[src/rtl/excp_collect_pkg.sv]
// ============================================================================
// excp_collect_pkg : error-bit map, memory access size and stage record type
// Revision: 1.0
// ============================================================================
`default_nettype none

package excp_collect_pkg;

  localparam int ERR_W = 12;

  localparam int ERR_RI     = 0;
  localparam int ERR_SYS    = 1;
  localparam int ERR_BP     = 2;
  localparam int ERR_ERET   = 3;
  localparam int ERR_ADES   = 4;
  localparam int ERR_ADEL_D = 5;
  localparam int ERR_ADEL_F = 6;
  localparam int ERR_OV     = 7;
  localparam int ERR_DS     = 8;
  localparam int ERR_MTC0   = 11;

  typedef enum logic [1:0] {
    SIZE_BYTE = 2'd0,
    SIZE_HALF = 2'd1,
    SIZE_WORD = 2'd2
  } mem_size_t;

  typedef struct packed {
    logic             valid;
    logic [31:0]      pc;
    logic [ERR_W-1:0] err;
    logic [31:0]      badv;
  } stage_t;

endpackage

`default_nettype wire

[src/rtl/excp_collect_if.sv]
// ============================================================================
// excp_collect_if : exception report presented to CP0 from the M stage
// Revision: 1.0
// ============================================================================
`default_nettype none

interface excp_collect_if;
  import excp_collect_pkg::*;

  logic [ERR_W-1:0] error;
  logic [31:0]      BadVaddr;
  logic [31:0]      pcM;
  logic             validM;

  modport master (output error, BadVaddr, pcM, validM);
  modport slave  (input  error, BadVaddr, pcM, validM);
endinterface

`default_nettype wire

[src/rtl/excp_collect_addr_align_chk.sv]
// ============================================================================
// addr_align_chk : flags an address not naturally aligned to the access size
// Revision: 1.0
// ============================================================================
`default_nettype none

module addr_align_chk
  import excp_collect_pkg::*;
(
  input  mem_size_t  size,
  input  logic [1:0] addr_lo,
  output logic       misaligned
);

  always_comb begin
    misaligned = 1'b0;
    case (size)
      SIZE_HALF: misaligned = addr_lo[0];
      SIZE_WORD: misaligned = |addr_lo;
      default:   misaligned = 1'b0;
    endcase
  end

endmodule

`default_nettype wire

[src/rtl/excp_collect.sv]
// ============================================================================
// excp_collect : collects F/D/E exception events and carries them to M for CP0
// Revision: 1.0
// ============================================================================
`default_nettype none

module excp_collect
  import excp_collect_pkg::*;
(
  input  logic        clk,
  input  logic        reset,
  input  logic [31:0] pcF,
  input  logic        validF,
  input  logic        ri_d,
  input  logic        syscall_d,
  input  logic        break_d,
  input  logic        eret_d,
  input  logic        mtc0_d,
  input  logic        branch_d,
  input  logic        ov_e,
  input  logic        mem_ren_e,
  input  logic        mem_wen_e,
  input  logic [1:0]  mem_size_e,
  input  logic [31:0] mem_addr_e,
  input  logic        stall_d,
  input  logic        stall_e,
  input  logic        stall_m,
  input  logic        flush,
  excp_collect_if.master cp0
);

  stage_t r_d;
  stage_t r_e;
  stage_t r_m;
  logic   r_ds_pend;

  stage_t w_d_nxt;
  stage_t w_e_nxt;
  stage_t w_m_nxt;
  logic   w_fetch_mis;
  logic   w_data_mis;
  logic   w_br_move;
  logic   w_ds_in;
  logic   w_dec_ok;
  logic   w_ex_ok;
  logic   w_ov;
  logic   w_adel;
  logic   w_ades;

  addr_align_chk u_fetch_chk (
    .size       (SIZE_WORD),
    .addr_lo    (pcF[1:0]),
    .misaligned (w_fetch_mis)
  );

  addr_align_chk u_data_chk (
    .size       (mem_size_t'(mem_size_e)),
    .addr_lo    (mem_addr_e[1:0]),
    .misaligned (w_data_mis)
  );

  // The delay slot enters D on the same edge its branch leaves, so it must
  // see the branch move directly, not only the registered pending flag.
  assign w_br_move = r_d.valid & branch_d & ~stall_d & ~stall_e & ~flush;
  assign w_ds_in   = r_ds_pend | w_br_move;

  always_comb begin
    w_d_nxt                 = '0;
    w_d_nxt.valid           = validF;
    w_d_nxt.pc              = pcF;
    w_d_nxt.err[ERR_ADEL_F] = validF & w_fetch_mis;
    w_d_nxt.err[ERR_DS]     = validF & w_ds_in;
    w_d_nxt.badv            = (validF & w_fetch_mis) ? pcF : 32'h0;
  end

  always_comb begin
    w_e_nxt               = r_d;
    w_dec_ok              = r_d.valid & ~r_d.err[ERR_ADEL_F];
    w_e_nxt.err[ERR_RI]   = r_d.err[ERR_RI]   | (w_dec_ok & ri_d);
    w_e_nxt.err[ERR_SYS]  = r_d.err[ERR_SYS]  | (w_dec_ok & syscall_d);
    w_e_nxt.err[ERR_BP]   = r_d.err[ERR_BP]   | (w_dec_ok & break_d);
    w_e_nxt.err[ERR_ERET] = r_d.err[ERR_ERET] | (w_dec_ok & eret_d);
    w_e_nxt.err[ERR_MTC0] = mtc0_d & r_d.valid & ~(|w_e_nxt.err[7:0]);
  end

  // Only an instruction still clean at E may pick up E-stage faults.
  always_comb begin
    w_m_nxt = r_e;
    w_ex_ok = r_e.valid & ~(|r_e.err[7:0]);
    w_ov    = w_ex_ok & ov_e;
    w_adel  = w_ex_ok & mem_ren_e & w_data_mis;
    w_ades  = w_ex_ok & mem_wen_e & w_data_mis;
    w_m_nxt.err[ERR_OV]     = r_e.err[ERR_OV]     | w_ov;
    w_m_nxt.err[ERR_ADEL_D] = r_e.err[ERR_ADEL_D] | w_adel;
    w_m_nxt.err[ERR_ADES]   = r_e.err[ERR_ADES]   | w_ades;
    if (w_adel | w_ades) begin
      w_m_nxt.badv = mem_addr_e;
    end
    if (w_ov | w_adel | w_ades) begin
      w_m_nxt.err[ERR_MTC0] = 1'b0;
    end
  end

  always_ff @(posedge clk or posedge reset) begin
    if (reset) begin
      r_d       <= '0;
      r_e       <= '0;
      r_m       <= '0;
      r_ds_pend <= 1'b0;
    end else if (flush) begin
      r_d       <= '0;
      r_e       <= '0;
      r_m       <= '0;
      r_ds_pend <= 1'b0;
    end else begin
      if (!stall_d) begin
        r_d <= w_d_nxt;
      end
      if (!stall_e) begin
        r_e <= stall_d ? '0 : w_e_nxt;
      end
      if (!stall_m) begin
        r_m <= stall_e ? '0 : w_m_nxt;
      end
      if (!stall_d && validF) begin
        r_ds_pend <= 1'b0;
      end else if (w_br_move) begin
        r_ds_pend <= 1'b1;
      end
    end
  end

  assign cp0.error    = r_m.valid ? r_m.err : '0;
  assign cp0.BadVaddr = r_m.badv;
  assign cp0.pcM      = r_m.pc;
  assign cp0.validM   = r_m.valid;

endmodule

`default_nettype wire
[src/flat_wrapper.sv]
// flat-port wrapper written by rule: the top's interface ports become plain ports
module excp_collect_flat import excp_collect_pkg::*;
  (clk, reset, pcF, validF, ri_d, syscall_d, break_d, eret_d, mtc0_d, branch_d, ov_e, mem_ren_e, mem_wen_e, mem_size_e, mem_addr_e, stall_d, stall_e, stall_m, flush, cp0_error, cp0_BadVaddr, cp0_pcM, cp0_validM);
  excp_collect_if cp0_i ();
  input  logic clk;
  input  logic reset;
  input  logic [31:0] pcF;
  input  logic validF;
  input  logic ri_d;
  input  logic syscall_d;
  input  logic break_d;
  input  logic eret_d;
  input  logic mtc0_d;
  input  logic branch_d;
  input  logic ov_e;
  input  logic mem_ren_e;
  input  logic mem_wen_e;
  input  logic [1:0] mem_size_e;
  input  logic [31:0] mem_addr_e;
  input  logic stall_d;
  input  logic stall_e;
  input  logic stall_m;
  input  logic flush;
  output wire logic [$bits(cp0_i.error)-1:0] cp0_error;
  output wire logic [$bits(cp0_i.BadVaddr)-1:0] cp0_BadVaddr;
  output wire logic [$bits(cp0_i.pcM)-1:0] cp0_pcM;
  output wire logic [$bits(cp0_i.validM)-1:0] cp0_validM;
  assign cp0_error = cp0_i.error;
  assign cp0_BadVaddr = cp0_i.BadVaddr;
  assign cp0_pcM = cp0_i.pcM;
  assign cp0_validM = cp0_i.validM;
  excp_collect u_core (.clk(clk), .reset(reset), .pcF(pcF), .validF(validF), .ri_d(ri_d), .syscall_d(syscall_d), .break_d(break_d), .eret_d(eret_d), .mtc0_d(mtc0_d), .branch_d(branch_d), .ov_e(ov_e), .mem_ren_e(mem_ren_e), .mem_wen_e(mem_wen_e), .mem_size_e(mem_size_e), .mem_addr_e(mem_addr_e), .stall_d(stall_d), .stall_e(stall_e), .stall_m(stall_m), .flush(flush), .cp0(cp0_i));
endmodule
[config.mk]
export PLATFORM = sky130hd
export DESIGN_NAME = excp_collect_flat
export DESIGN_NICKNAME = d
export VERILOG_FILES = /design/src/rtl/excp_collect_pkg.sv /design/src/rtl/excp_collect_if.sv /design/src/rtl/excp_collect_addr_align_chk.sv /design/src/rtl/excp_collect.sv /design/src/flat_wrapper.sv
export SDC_FILE = /design/constraint.sdc
export NUM_CORES = 1
export LEC_CHECK = 0
export CORE_MARGIN = 4
export CORE_UTILIZATION = 60
export CTS_BUF_LIST = sky130_fd_sc_hd__clkbuf_4
export CTS_CLUSTER_DIAMETER = 150
export DETAILED_ROUTE_END_ITERATION = 16
export PLACE_DENSITY = 0.89
export SLEW_MARGIN = 20
export SYNTH_ARGS = -nofsm -noshare
export SYNTH_HDL_FRONTEND = slang
export SYNTH_HIERARCHICAL = 1
export SYNTH_SLANG_ARGS = --single-unit
[constraint.sdc]
create_clock -name clk -period 20.1 [get_ports clk]
set_input_delay 6.03 -clock clk [delete_from_list [all_inputs] [get_ports clk]]
set_output_delay 6.03 -clock clk [all_outputs]
set_load 0.05 [all_outputs]
==> run summary, run 1 <==
Post-synth EDFFs: 0
GRT Max-Usage Layer: met2
Setup ws final: 11.92 ns
Clock Sinks: 215
RSZ-0062 raised after global routing: false
Die Wd: 134 um
Unique cell type count in the Yosys netlist: 36
Pleak: 5.28 nW
Die footprint: 18000 um^2
CP max-delay cell: clkdlybuf4s50_1
Worst Setup SP: u_core/cp0.validM
CTS root buf: clkbuf_4
Core Footprint: 15400 um^2
Outcome: finished clean
Setup tns final: 0 ns
Avg Cell Area, Syn: 11.3 um^2
Skew-Pair Late Insertion Delay: 0.66 ns
Clock Pin Slew Worst Setup and Hold Paths: 0.06 ns
Hold WS: 0.476 ns
Drt drc: 0
Req. time, crit path: 14.07 ns
Worst setup SP type: register
Total routed wirelength: 23700 um
Final Cycle Share: 40.7%
Commonest non-fill, non-tap cells in the layout: dfrtp_1 (215), clkdlybuf4s50_1 (154), a22o_1 (111)
Predominant post-synthesis flop cell: dfrtp_1
Async SR Flop Fraction: 100%
Post-CTS Setup Repair Bufs: 0
Tot GR Track Use: 26.2%
Crit path capture type: output pin
Met1 usage: 36.3%
Vias in the first global route: 7232
CTS tree: yes
First-pass GRT wire length: 37900 um
Critical path class: reg -> out
Htree depth: 2
Placement Setup Slack: 11.70 ns
Most common cell after layout, fill and taps aside: dfrtp_1
Share of cells above drive strength 1: 11.1%
Met3 GRT Util: 6.30%
Grt total ovfl: 0
Reg-to-reg setup timing slack: 18.04 ns
Die height: 134 um
CTS buffer count: 54
Post-DRT Antenna Nets: 0
Vias per Instance: 6.06
Initial core utilization: 62.1%
Flops & latches, synth: 215
CP Cell Sequence: and2_1, clkdlybuf4s50_1
Reg2reg start: u_core/r_e[32]
Wire length per cell: 20.0 um
Worst min-delay path class: reg -> reg
Hold_sp: u_core/r_d[19]
Skew final: 0.0351 ns
Synth Instances: 846
Critical path arrival: 2.15 ns
Critical Path Max Stage Delay: 0.81 ns
PortBufs: 156
CP max FO: 12
DRT Pass-1 Iters: 5
Met2 Use GR: 41.0%
Final core area utilization: 74.2%
Fmax: 122 MHz
Maximum vdd drop: 0.0455 mV
Row cnt: 45
Final Max Slew Viols: 0
Largest net degree at the start of global routing: 146
Layout Nets: 1021
Worst slew pin tran: 1.08 ns
Vias post-DR: 7165
Slew margin rel.: 28.0%
I/O pins: 159
# fillers: 1053
# Max-Cap Violations: 0
Post-synthesis sequential area ratio: 56.3%
Post-CTS sizing: 0
Minimum clock period: 8.18 ns
Final hold viol count: 0
Max clock buf depth: 3
Hold_buf cts: 0
Post-synthesis cell area: 9550 um^2
Initial antenna violation count: 1
Ys Warns: 6
PwrDens: 76.1 nW/um^2
RD Place Congestion: 0.829
Final setup viols: 0
Initial drt markers: 592
Area grow syn2layout: 19.4%
Post-DP HPWL: 14500 um
registers in the layout, indices dropped and copies added, names as in the netlist:
signal,cells
u_core/r_ds_pend,1
u_core/r_e,72
u_core/cp0.validM,1
u_core/r_m,10
u_core/r_d,67
u_core/cp0.pcM,32
u_core/cp0.BadVaddr,32
worst paths after layout:
kind,end,cells past startpoint
min in group asynchronous,u_core/cp0.pcM[3],2
hold / removal,u_core/r_e[19],1
hold reg to reg,u_core/r_e[19],1
setup reg to reg,u_core/cp0.BadVaddr[9],4
max in group asynchronous,u_core/cp0.BadVaddr[9],3
setup / recovery,cp0_error[11],2
where the power goes:
| group | internal, mW | switching [mW] | total [mW] |
|---|---|---|---|
| clock network | 0.191 | 0.169 | 0.360 |
| logic | 0.0241 | 0.0408 | 0.0649 |
| registers | 0.439 | 0.00382 | 0.443 |
cells in the mapped netlist, drive strengths merged, types with 12 or more instances:
cell | n | share of area [%]
o211a | 31 | 3.2
inv | 68 | 2.7
buf | 90 | 6.5
nor2b | 35 | 2.3
a21oi | 36 | 1.9
a22o | 111 | 10
nor2 | 70 | 2.8
dfrtp | 215 | 56
and2 | 12 | 0.79
o32ai | 31 | 2.8
clkbuf | 50 | 2.0
a311o | 32 | 3.4
a22oi | 32 | 2.5
metrics by stage:
| step | total power [mW] | cells | area, um^2 |
|---|---|---|---|
| after floorplan | 0.486 | 850 | 9570 |
| after global placement | 0.513 | 1089 | 10700 |
| after detailed placement | 0.514 | 1089 | 10700 |
| after CTS | 0.875 | 1179 | 11400 |
| after global routing | 0.904 | 1180 | 11400 |
| final | 0.868 | 1182 | 11400 |
metal layers:
layer,part of all wire (%),wire length [um],up-vias
met4,2.7,651,2
met5,0.084,20,-
met1,42,9950,3546
li1,-,-,3199
met3,8.0,1900,52
met2,47,11200,366
worst max-delay path, delay by kind of cell (launching register included):
family	cells	cell delay (ns)
and+or+nand+nor	1	0.20
buffers and inverters	1	0.81
DFF	1	0.50
cells by family (layout without fill, tap and decap cells):
family | after synthesis | in the layout | share of synthesized area [%]
AOI/OAI and AO/OA | 283 | 283 | 24.8
muxes | 1 | 1 | 0.105
buffers and inverters | 208 | 327 | 11.1
adders and majority gates | 4 | 4 | 0.524
DFF | 215 | 215 | 56.3
other | 2 | 8 | 0.0786
and+or+nand+nor | 133 | 133 | 6.97
layout make-up:
type	instances	area, um^2	area share [%]
antenna	2	5.00	0.0439
clock buffer	79	593	5.20
clock inverter	11	68.8	0.604
inverter	68	263	2.30
multi-input combinational	427	3150	27.7
sequential	215	5380	47.2
tap	211	264	2.32
timing repair buffer	169	1670	14.7
Note: power is estimated with default switching activity, not from simulation.
==> run 2: changes to the inputs <==
Settings changed: CORE_UTILIZATION 60 to 50, PLACE_DENSITY 0.89 to 0.79.
Clock period 20.1 ns to 6.6 ns, I/O delays scaled along.
==> run summary, run 2 (same netlist as run 1, synthesis figures left out) <==
CP Cell Sequence: clkdlybuf4s50_1, inv_1, ha_1, a21oi_1, nand3b_1, buf_4, nor2_2, buf_4, a311o_1
Die height: 146 um
Kind of cell adding the most delay to the critical path: buffers and inverters
Post-CTS sizing: 0
Die Wd: 146 um
Final Cycle Share: 65.7%
Setup tns final: 0 ns
Skew-Pair Late Insertion Delay: 0.67 ns
Final setup viols: 0
Total power draw: 2.65 mW
PwrDens: 231 nW/um^2
Maximum vdd drop: 0.163 mV
Skew final: 0.0365 ns
First-pass GRT wire length: 37800 um
CTS tree: yes
Total routed wirelength: 23800 um
Commonest non-fill, non-tap cells in the layout: dfrtp_1 (215), clkdlybuf4s50_1 (154), a22o_1 (111)
Minimum clock period: 4.33 ns
I/O pins: 159
Post-CTS Setup Repair Bufs: 0
Outcome: finished clean
Sequential Area: 5380 um^2
Cell Count, Final, Fillers Out: 1210
Final Max Slew Viols: 0
Crit path capture type: register
Fmax: 231 MHz
Layout Nets: 1022
Row cnt: 50
Worst min-delay path class: reg -> reg
WP buf/inv: 4
CTS root buf: clkbuf_4
Wire length per cell: 19.6 um
Tot GR Track Use: 21.6%
Area grow syn2layout: 19.9%
RSZ-0062 raised after global routing: false
Fin area: 11500 um^2
Req. time, crit path: 7.17 ns
Worst slew pin tran: 0.879 ns
Slew margin rel.: 41.2%
Final hold viol count: 0
Largest net degree at the start of global routing: 122
Critical path class: in -> reg
Pleak: 5.28 nW
Grt total ovfl: 0
Clock Sinks: 215
Htree depth: 2
Critical path arrival: 4.90 ns
Vias per Instance: 5.77
Worst setup SP type: primary input
Vias post-DR: 6986
Max clock buf depth: 3
Placed inst area: 10800 um^2
RD Place Congestion: 0.780
Initial drt markers: 520
Number of flip-flops in the largest register: 72
CP max FO: 25
Share of cells above drive strength 1: 10.9%
Vias in the first global route: 7051
Initial antenna violation count: 1
Clock Pin Slew Worst Setup and Hold Paths: 0.07 ns
# Max-Cap Violations: 0
Multi-input logic area: 3160 um^2
Drt drc: 0
Core Footprint: 18800 um^2
Regs by FF count: u_core/r_e: 72 flops, u_core/r_d: 67 flops
Most flops, register: u_core/r_e
# fillers: 1529
Post-DP HPWL: 14700 um
DRT Pass-1 Iters: 5
Hold_buf cts: 0
Post-DRT Antenna Nets: 0
PortBufs: 156
Placed cell count: 1113
Critical Path Max Stage Delay: 0.48 ns
Initial core utilization: 50.9%
Die footprint: 21400 um^2
Worst path most repeated cell: buf_4
CTS buffer count: 55
Most common cell after layout, fill and taps aside: dfrtp_1
CP max-delay cell: clkdlybuf4s50_1
run 2: cell types whose count changed in the layout (fill, tap and decap cells not counted), sizes merged:
cell | previous run | this run
diode | 2 | 1
clkbuf | 79 | 76
inv | 70 | 68
clkinvlp | 0 | 1
clkinv | 8 | 18
run 2: final timing paths:
| path | slack (ns) | start | to | cells past startpoint |
|---|---|---|---|---|
| hold reg to reg | 0.46 | u_core/r_d[61] | u_core/r_e[61] | 1 |
| setup reg to reg | 4.27 | u_core/r_e[38] | u_core/cp0.BadVaddr[25] | 5 |
| hold / removal | 0.46 | u_core/r_d[61] | u_core/r_e[61] | 1 |
| min in group asynchronous | 1.82 | reset | u_core/cp0.BadVaddr[15] | 2 |
| max in group asynchronous | 3.55 | reset | u_core/r_d[59] | 3 |
| setup / recovery | 2.27 | mem_size_e[0] | u_core/cp0.BadVaddr[25] | 9 |
run 2: final cells by class:
| cell class | instances | share of cell area, % |
|---|---|---|
| Antenna cell | 1 | 0.0218 |
| Clock buffer | 76 | 4.98 |
| Clock inverter | 20 | 0.928 |
| Inverter | 68 | 2.26 |
| Multi-Input combinational cell | 427 | 27.6 |
| Sequential cell | 215 | 47.0 |
| Tap cell | 234 | 2.56 |
| Timing Repair Buffer | 169 | 14.7 |
run 2: through the flow:
stage | setup slack, ns | util, % | hold slack (ns)
floorplan | 1.82 | - | 0.458
global placement | 1.78 | 57.3 | 0.472
detailed placement | 1.73 | 57.4 | 0.477
CTS | 2.42 | 61.0 | 0.474
global route | 2.19 | 61.0 | 0.504
finish | 2.27 | 61.0 | 0.459
run 2: layer usage:
metal	global-route usage (%)	wire length, um
met4	7.24	415
met5	0	0
met3	5.21	1520
met2	33.9	11300
met1	29.8	10500
run 2: where the power goes:
part           switching (mW)  total (mW)  internal [mW]
Sequential             0.0115        1.35           1.34
Clock                   0.533        1.10          0.571
Combinational           0.124       0.198         0.0741
Total                   0.669        2.65           1.98
==> run 3: changes to the inputs <==
Clock period 6.6 ns to 3.75 ns, I/O delays scaled along.
==> run summary, run 3 (same netlist as run 1, synthesis figures left out) <==
Initial core utilization: 50.9%
First-pass GRT wire length: 38100 um
Multi-input logic area: 3160 um^2
Die footprint: 21400 um^2
Htree depth: 2
Share of cells above drive strength 1: 11.1%
Cell Count, Final, Fillers Out: 1208
Hold_buf cts: 0
Final hold viol count: 0
Critical Path Max Stage Delay: 0.80 ns
Max clock buf depth: 3
Core Footprint: 18800 um^2
Crit path capture type: output pin
Wire length per cell: 19.5 um
Initial drt markers: 576
Total routed wirelength: 23500 um
Skew-Pair Late Insertion Delay: 0.66 ns
I/O pins: 159
Worst min-delay path class: reg -> reg
CP max FO: 12
Post-CTS Setup Repair Bufs: 0
# Max-Cap Violations: 0
Sequential Area: 5380 um^2
Vias per Instance: 5.83
RSZ-0062 raised after global routing: false
Skew final: 0.0464 ns
CTS tree: yes
Clock Sinks: 215
Final Cycle Share: 87.0%
Inserted Diodes: 0
PortBufs: 156
Tot GR Track Use: 21.9%
Regs by FF count: u_core/r_e: 72 flops, u_core/r_d: 67 flops
Grt total ovfl: 0
Die Wd: 146 um
Drt drc: 0
Initial antenna violation count: 0
Final setup viols: 0
Fmax: 307 MHz
Fin area: 11500 um^2
Row cnt: 50
Total power draw: 4.51 mW
Slew margin rel.: 50.5%
RD Place Congestion: 0.809
# fillers: 1533
Post-CTS sizing: 0
Most common cell after layout, fill and taps aside: dfrtp_1
Final core area utilization: 61.1%
Area grow syn2layout: 20.0%
Critical path class: reg -> out
CP Cell Sequence: and2_1, clkdlybuf4s50_1
Post-DP HPWL: 15100 um
Pleak: 5.28 nW
CTS root buf: clkbuf_4
Critical path arrival: 2.14 ns
Largest net degree at the start of global routing: 140
Clock Pin Slew Worst Setup and Hold Paths: 0.06 ns
Die height: 146 um
Layout Nets: 1029
Commonest non-fill, non-tap cells in the layout: dfrtp_1 (215), clkdlybuf4s50_1 (154), a22o_1 (111)
PwrDens: 394 nW/um^2
Worst slew pin tran: 0.743 ns
DRT Pass-1 Iters: 5
Placed inst area: 10900 um^2
Placed cell count: 1121
Hold WS: 0.462 ns
Worst setup SP type: register
Vias post-DR: 7043
CP max-delay cell: clkdlybuf4s50_1
Maximum vdd drop: 0.222 mV
Outcome: finished clean
Number of flip-flops in the largest register: 72
Vias in the first global route: 7067
Req. time, crit path: 2.62 ns
CTS buffer count: 54
Post-DRT Antenna Nets: 0
Minimum clock period: 3.26 ns
Final Max Slew Viols: 0
Most flops, register: u_core/r_e
[run 3: cell count changes in the layout (fill, tap and decap cells not counted), moves of 3 or more]
cell / delta
clkinv_1: -4
buf_12: +3
clkinv_2: -3
buf_4: +6
[run 3: worst paths after layout]
check	cells past startpoint	slack, ns	to	from
max	2	0.49	cp0_error[7]	u_core/cp0.validM
min	1	0.46	u_core/r_e[17]	u_core/r_d[17]
max reg2reg	3	1.76	u_core/cp0.BadVaddr[31]	u_core/r_e[32]
min reg2reg	1	0.46	u_core/r_e[17]	u_core/r_d[17]
max in group asynchronous	3	2.10	u_core/cp0.pcM[14]	reset
min in group asynchronous	3	1.02	u_core/r_d[25]	reset
[run 3: through the flow]
step,worst slack (ns),TNS [ns]
after CTS,0.427,0
after detailed placement,0.401,0
after global placement,0.451,0
final,0.489,0
after floorplan,-0.173,-37.23
after global routing,0.360,0
[run 3: area by class of cell]
type,instances,share of cell area [%]
well taps,234,2.55
clock buffers,75,4.91
clock inverters,12,0.404
repair buffers,177,15.4
inverters,68,2.26
multi-input cells,427,27.5
flip-flops and latches,215,46.9
[run 3: metal layers]
layer	GRT usage [%]	vias to the layer above	part of all wire (%)	wire, um
met5	0	-	0	0
met4	7.10	0	1.6	368
met3	4.44	32	6.7	1570
met2	34.5	250	49	11500
met1	30.8	3555	43	10100
li1	-	3206	-	-
[run 3: power by group]
part | internal (mW) | total, mW | switching, mW
Sequential | 2.35 | 2.37 | 0.0198
Clock | 0.910 | 1.79 | 0.877
Combinational | 0.136 | 0.356 | 0.220
[run 3: worst max-delay path: cells and delay by family, from the launching register on]
kind,cells,cell delay [ns]
simple gates,1,0.18
buf+inv,1,0.80
flops,1,0.52
